==> src/rtl/overflow_flag_pkg.sv <==
// overflow_flag_pkg: shared ALU opcode type and constants
package overflow_flag_pkg;
  typedef logic [3:0] alu_op_t;
  localparam alu_op_t ALU_AND = 4'd0;
  localparam alu_op_t ALU_OR  = 4'd1;
  localparam alu_op_t ALU_XOR = 4'd2;
  localparam alu_op_t ALU_NOT = 4'd3;
  localparam alu_op_t ALU_SHL = 4'd4;
  localparam alu_op_t ALU_SHR = 4'd5;
  localparam alu_op_t ALU_SRA = 4'd6;
  localparam alu_op_t ALU_MOV = 4'd7;
  localparam alu_op_t ALU_ADD = 4'd8;
  localparam alu_op_t ALU_SUB = 4'd9;
  localparam alu_op_t ALU_CMP = 4'd10;
endpackage

==> src/rtl/overflow_flag_detect.sv <==
// overflow_detect: two's-complement overflow rule from sign bits and opcode
module overflow_detect
  import overflow_flag_pkg::*;
#(
  parameter alu_op_t OP_ADD = ALU_ADD,
  parameter alu_op_t OP_SUB = ALU_SUB,
  parameter alu_op_t OP_CMP = ALU_CMP
) (
  input  logic    a_msb,
  input  logic    b_msb,
  input  logic    result_msb,
  input  alu_op_t alu_control,
  output logic    overflow
);
  logic is_add, is_sub;
  assign is_add = alu_control == OP_ADD;
  assign is_sub = alu_control == OP_SUB || alu_control == OP_CMP;
  assign overflow = (result_msb != a_msb) && (is_add ? a_msb == b_msb : is_sub && a_msb != b_msb);
endmodule

==> src/rtl/overflow_flag.sv <==
// overflow_flag: combinational, registered and sticky signed-overflow flags
module overflow_flag
  import overflow_flag_pkg::*;
#(
  parameter alu_op_t OP_ADD = ALU_ADD,
  parameter alu_op_t OP_SUB = ALU_SUB,
  parameter alu_op_t OP_CMP = ALU_CMP
) (
  input  logic       clk,
  input  logic       rst_n,
  input  logic       a_msb,
  input  logic       b_msb,
  input  logic       result_msb,
  input  logic [3:0] alu_control,
  input  logic       flag_en,
  input  logic       sticky_clr,
  output logic       overflow,
  output logic       overflow_q,
  output logic       overflow_sticky
);
  logic flag_d, sticky_d, sticky_q;
  overflow_detect #(.OP_ADD(OP_ADD), .OP_SUB(OP_SUB), .OP_CMP(OP_CMP)) u_detect (
    .a_msb(a_msb),
    .b_msb(b_msb),
    .result_msb(result_msb),
    .alu_control(alu_control),
    .overflow(overflow)
  );
  // next state: load flag on enable; a latched overflow beats a clear
  always_comb begin
    flag_d = flag_en ? overflow : overflow_q;
    sticky_d = (flag_en && overflow) ? 1'b1 : (sticky_clr ? 1'b0 : sticky_q);
  end
  // flag registers with synchronous active-low reset
  always_ff @(posedge clk) begin
    if (!rst_n) begin
      overflow_q <= 1'b0;
      sticky_q <= 1'b0;
    end else begin
      overflow_q <= flag_d;
      sticky_q <= sticky_d;
    end
  end
  assign overflow_sticky = sticky_q;
endmodule

==> config.mk <==
export PLATFORM = sky130hd
export DESIGN_NAME = overflow_flag
export DESIGN_NICKNAME = d
export VERILOG_FILES = /design/src/rtl/overflow_flag_pkg.sv /design/src/rtl/overflow_flag_detect.sv /design/src/rtl/overflow_flag.sv
export SDC_FILE = /design/constraint.sdc
export NUM_CORES = 1
export LEC_CHECK = 0
export CAP_MARGIN = 20
export CORE_AREA = 2 2 39 41
export DETAILED_ROUTE_END_ITERATION = 10
export DIE_AREA = 0 0 41 43
export GPL_ROUTABILITY_DRIVEN = 0
export PLACE_DENSITY_LB_ADDON = 0.2
export SLEW_MARGIN = 0
export SYNTH_ARGS = -nofsm -noshare
export SYNTH_HDL_FRONTEND = slang
export SYNTH_SLANG_ARGS = --single-unit
==> constraint.sdc <==
create_clock -name clk -period 0.95 [get_ports clk]
set_input_delay 0.19 -clock clk [delete_from_list [all_inputs] [get_ports clk]]
set_output_delay 0.19 -clock clk [all_outputs]
set_load 0.1 [all_outputs]
* Word-level counts from Yosys, hierarchy flattened
Index checks and enable logic that the tools add are counted.
** Storage, ports and cells
- Flip-flop bits (word level) :: 2
- Input port bits :: 11
- Output and inout bits :: 3
- Logic and storage cells :: 16
** Cells by class
- Eq/ne operators :: 6
- Multiplexer cells :: 3
- Reductions and logical operators :: 5
** Operators with widths (count)
- $eq 4x4->1 const B :: 3
- $logic_and 1x1->1 :: 3
- $mux 1 :: 3
- $ne 1x1->1 :: 2
- $reduce_bool 2->1 :: 1
- $eq 1x1->1 :: 1
- $logic_or 1x1->1 :: 1

* Longest topological paths before layout
Gate-level depths: netlist of the first run.
- Depth after elaboration :: 7
- Mapped depth :: 3
- Gate-level depth less buffers :: 3

* Modules after synthesis
A second synthesis of the first run with hierarchy kept.
** Second synthesis, totals
- Cells, all modules :: 17
- Area total of the unflattened synthesis :: 145.1 um2
** By module, submodules not included
- overflow_detect :: times used 1, cells each 10, area each 73.8 um2, seq. area each 0.0 um2
- overflow_flag :: times used 1, cells each 7, area each 71.3 um2, seq. area each 40.0 um2

* Least setup slack after synthesis of the first run
OpenSTA, ideal clock, no wires.
- Path kind :: input to output
- Start point :: input alu_control[0]
- End point :: output overflow
- Arrival time :: 1.813 ns
- Required time :: 0.760 ns
- Setup slack :: -1.053 ns
- Stages :: 3
- Buffers on the path :: 0
- Cells stage by stage :: a22oi_1 > o2111ai_1 > nor2_1
** Between the ends
- Cells in the longest elaborated chain, start to end :: 5
- Elaborated cells between the ends (all ways) :: 7
- Classes of those cells :: eq/ne (3); mux (1); reduce/logical (3)
** RTL lines
- start: declaration :: line overflow_flag.sv:14 : input logic [3:0] alu_control,
- $eq 4x4->1 :: line overflow_flag_detect.sv:17 : assign is_sub = alu_control == OP_SUB || alu_control == OP_CMP;
- $logic_or 1x1->1 :: line overflow_flag_detect.sv:17
- $logic_and 1x1->1 :: line overflow_flag_detect.sv:18 : assign overflow = (result_msb != a_msb) && (is_add ? a_msb == b_msb : is_sub && a_msb != b_msb);
- $mux 1 (*) :: line overflow_flag_detect.sv:18
- $logic_and 1x1->1 (*) :: line overflow_flag_detect.sv:18
- end: declaration :: line overflow_flag.sv:17 : output logic overflow,
Every way passes the cells marked *; elsewhere a longest branch is shown, timed or not.

* Final worst setup path of the first run
- Start point :: input a_msb
- End point :: output overflow
** Between the ends
- Cells in the longest elaborated chain, start to end :: 4
- Elaborated cells between the ends (all ways) :: 6
- Classes of those cells :: eq/ne (3); mux (1); reduce/logical (2)
** RTL lines
- start: declaration :: line overflow_flag.sv:11 : input logic a_msb,
- $ne 1x1->1 :: line overflow_flag_detect.sv:18
- $logic_and 1x1->1 :: line overflow_flag_detect.sv:18
- $mux 1 :: line overflow_flag_detect.sv:18
- $logic_and 1x1->1 (*) :: line overflow_flag_detect.sv:18
Marked as above.

==> impl_metrics.env, run 1 <==
export IMPL_1st_pass_router_iterations=4
export IMPL_final_fill_count=149
export IMPL_tritoncts_num_sinks=2
export IMPL_synthesis_nets=25
export IMPL_most_common_flop_cell_mapped_by_yosys="sky130_fd_sc_hd__dfxtp_1"
export IMPL_cts_buffers_inserted=3
export IMPL_regToRegSetupSlack_ps=350
export IMPL_violations="setup timing"
export IMPL_placement_rows=14
export IMPL_pwr_density_cell_mw_per_mm2=1040
export IMPL_synthesis_area_sq_um=119
export IMPL_final_layout_size_suffix_gt1_frac=0.714
export IMPL_hold_depth=2
export IMPL_route_detailed_drc=0
export IMPL_outcome="finished with violations"
export IMPL_synth_edff_count=0
export IMPL_cap_violations=0
export IMPL_ctsRootBufferMaster="sky130_fd_sc_hd__clkbuf_4"
export IMPL_cp_data_required_time_ps=760
export IMPL_maximum_ir_drop_on_the_vdd_rail_v=0.000284
export IMPL_critPathArrivalTime_ps=980
export IMPL_worst_hold_slack_ps=518
export IMPL_critPathCaptureType="output port"
export IMPL_grt_pass1_wl_um=834
export IMPL_syn_inst=14
export IMPL_crit_path_start_kind="input port"
export IMPL_cts_tree="yes"
export IMPL_setup_repair_after_global_routing_missed_its_margin="yes"
export IMPL_cts_max_path_buffers=2
export IMPL_synth_top_cells_by_count="2 x sky130_fd_sc_hd__dfxtp_1, 2 x sky130_fd_sc_hd__nand3b_1, 2 x sky130_fd_sc_hd__nor2_1, 2 x sky130_fd_sc_hd__o31ai_1"
export IMPL_slew_headroom=0.852
export IMPL_worst_skew_pair_late_latency_ps=220
export IMPL_timing_worst_setup_path_type="input port to output port"
export IMPL_yosys_warnings=0
export IMPL_critical_path_max_fanout=3
export IMPL_setup_ws_ps=-216
export IMPL_antennaDiodeCount=0
export IMPL_finalSetupViolations=3
export IMPL_grt_max_degree=4
export IMPL_post_synth_main_area_contributors="sky130_fd_sc_hd__dfxtp_1 34%, sky130_fd_sc_hd__nand3b_1 13%, sky130_fd_sc_hd__o31ai_1 13%, sky130_fd_sc_hd__o2111ai_1 7.4%, sky130_fd_sc_hd__xnor2_1 7.4%"
export IMPL_via_count_of_the_first_global_routing_pass=227
export IMPL_worst_hold_path_type="flop to flop"
export IMPL_die_w_um=41
export IMPL_grt_remaining_overflow=0
export IMPL_multiInputGateArea_sq_um=125
export IMPL_yosys_area_top_type_share=0.337
export IMPL_finalCritPeriodShare=1.23
export IMPL_total_power_mw=0.428
export IMPL_initial_utilization=0.0859
export IMPL_power_leakage_nw=0.166
export IMPL_grt_antenna_before_repair=0
export IMPL_design_portCount=14
export IMPL_yosysTopAreaCell="sky130_fd_sc_hd__dfxtp_1"
export IMPL_io_buffers=13
export IMPL_final_setup_skew_ps=0
export IMPL_seq_area_sq_um=42.5
export IMPL_tightestPinTransition_ps=222
export IMPL_post_drt_via_cell_ratio=3.96
export IMPL_num_vias=202
export IMPL_track_usage=0.0752
export IMPL_syn_to_final_growth_pct=245
export IMPL_ant_nets=0
export IMPL_htree_num_levels=1
export IMPL_floorplan_core_area_sq_mm=0.00138
export IMPL_hpwlAfterDp_um=379
export IMPL_postSynthAreaPerCell_sq_um=8.49
export IMPL_detail_route_wirelength_um=486
export IMPL_yosysUniqueCellTypes=10
export IMPL_cts_clk_slew_worst_paths_ps=30
export IMPL_finalHoldViolCount=0
export IMPL_die_area_sq_mm=0.00176
export IMPL_design_final_nets=48
export IMPL_final_max_slew_viol_count=0
export IMPL_die_height_um=43
export IMPL_setup_total_negative_slack_ps=-560
export IMPL_yosysSeqAreaShare=0.337
export IMPL_drt_initial_drc_count=9
export IMPL_routed_wire_length_per_instance_um=9.53
export IMPL_layout_min_cycle_time_ps=1170
export IMPL_reg2reg_depth=2
export IMPL_synth_seq_cells=2
export IMPL_async_flop_share=0
export IMPL_max_freq_ghz=0.857
## area by class of cell
cell class                 instances  area share
sequential                         2       0.104
timing repair buffer              18       0.479
tap                               16      0.0488
multi-input combinational         11       0.305
inverter                           1     0.00915
clock buffer                       3      0.0549
## stage by stage
| stage | cell area (sq um) | instances | utilization | worst slack [ps] |
|---|---|---|---|---|
| detailed placement | 343 | 46 | 0.248 | -626 |
| global route | 410 | 51 | 0.297 | -273 |
| CTS | 397 | 51 | 0.287 | -267 |
| floorplan | 140 | 14 | - | -275 |
| global placement | 343 | 46 | 0.248 | -613 |
| finish | 410 | 51 | 0.297 | -216 |
## path summary, 6_finish.rpt
check | startpoint | endpoint
min | overflow_q | overflow_q
max | a_msb | overflow
min reg2reg | overflow_q | overflow_q
max reg2reg | overflow_sticky | overflow_sticky
## sequential cells by signal, indices dropped and copies added, names as in the netlist
| register | count |
|---|---|
| overflow_q | 1 |
| overflow_sticky | 1 |
## per-layer routing
layer | track usage | vias to the layer above | share of wire
met4 | 0.0600 | 0 | 0
met2 | 0.109 | 18 | 0.54
met5 | 0 | - | 0
met1 | 0.0639 | 89 | 0.26
li1 | - | 95 | -
met3 | 0.0576 | 0 | 0.20
## power by group
part | internal [mW] | switching, mW
sequential | 0.0865 | 0.00163
combinational | 0.0826 | 0.0709
clock | 0.139 | 0.0468
total | 0.308 | 0.119
## timing repair
item / in CTS / in global routing
hold buffers: 0 / 0
pin swaps: 6 / 5
buffers inserted: 2 / 2
hold endpoints to repair: 0 / 0
gates resized for setup: 27 / 5
setup endpoints to repair: 3 / 5
## layout by cell type (no fill, tap or decap), drive strengths merged
| master | instances |
|---|---|
| nand3b | 2 |
| o2111ai | 1 |
| clkbuf | 4 |
| buf | 12 |
| nand2 | 1 |
| inv | 1 |
| dfxtp | 2 |
| xor2 | 1 |
| clkdlybuf4s50 | 3 |
| a22oi | 1 |
| o31ai | 2 |
| nor2 | 2 |
| dlygate4sd2 | 2 |
| xnor2 | 1 |
## kinds of logic (layout without fill, tap and decap cells)
group	Yosys count	in the layout	share of synthesized area
buffers and inverters	1	22	0.0315
DFF	2	2	0.337
xor gates and xnor gates	2	2	0.147
and+or+nand+nor	5	5	0.221
AOI/OAI and AO/OA	4	4	0.263
## worst max-delay path, cell delays in order
cell and delay (ps):
sky130_fd_sc_hd__buf_2 130, sky130_fd_sc_hd__xor2_2 180, sky130_fd_sc_hd__xnor2_2 160, sky130_fd_sc_hd__nor2_4 130, sky130_fd_sc_hd__buf_12 180
No activity file was read; power rests on OpenSTA's default activity.
==> inputs of run 2 (changes only) <==
--- a/config.mk
+++ b/config.mk
@@ -7,6 +7,7 @@
 export LEC_CHECK = 0
 export CAP_MARGIN = 20
 export CORE_AREA = 2 2 39 41
+export CTS_CLUSTER_SIZE = 8
 export DETAILED_ROUTE_END_ITERATION = 10
 export DIE_AREA = 0 0 41 43
 export GPL_ROUTABILITY_DRIVEN = 0
==> results of run 2 <==
Same layout as run 1: the final DEF is identical, and so are final timing and power.
==> inputs of run 3 (changes only) <==
--- a/config.mk
+++ b/config.mk
@@ -11,6 +11,7 @@
 export DETAILED_ROUTE_END_ITERATION = 10
 export DIE_AREA = 0 0 41 43
 export GPL_ROUTABILITY_DRIVEN = 0
+export GPL_TIMING_DRIVEN = 1
 export PLACE_DENSITY_LB_ADDON = 0.2
 export SLEW_MARGIN = 0
 export SYNTH_ARGS = -nofsm -noshare
==> results of run 3 <==
Same layout as run 1: the final DEF is identical, and so are final timing and power.
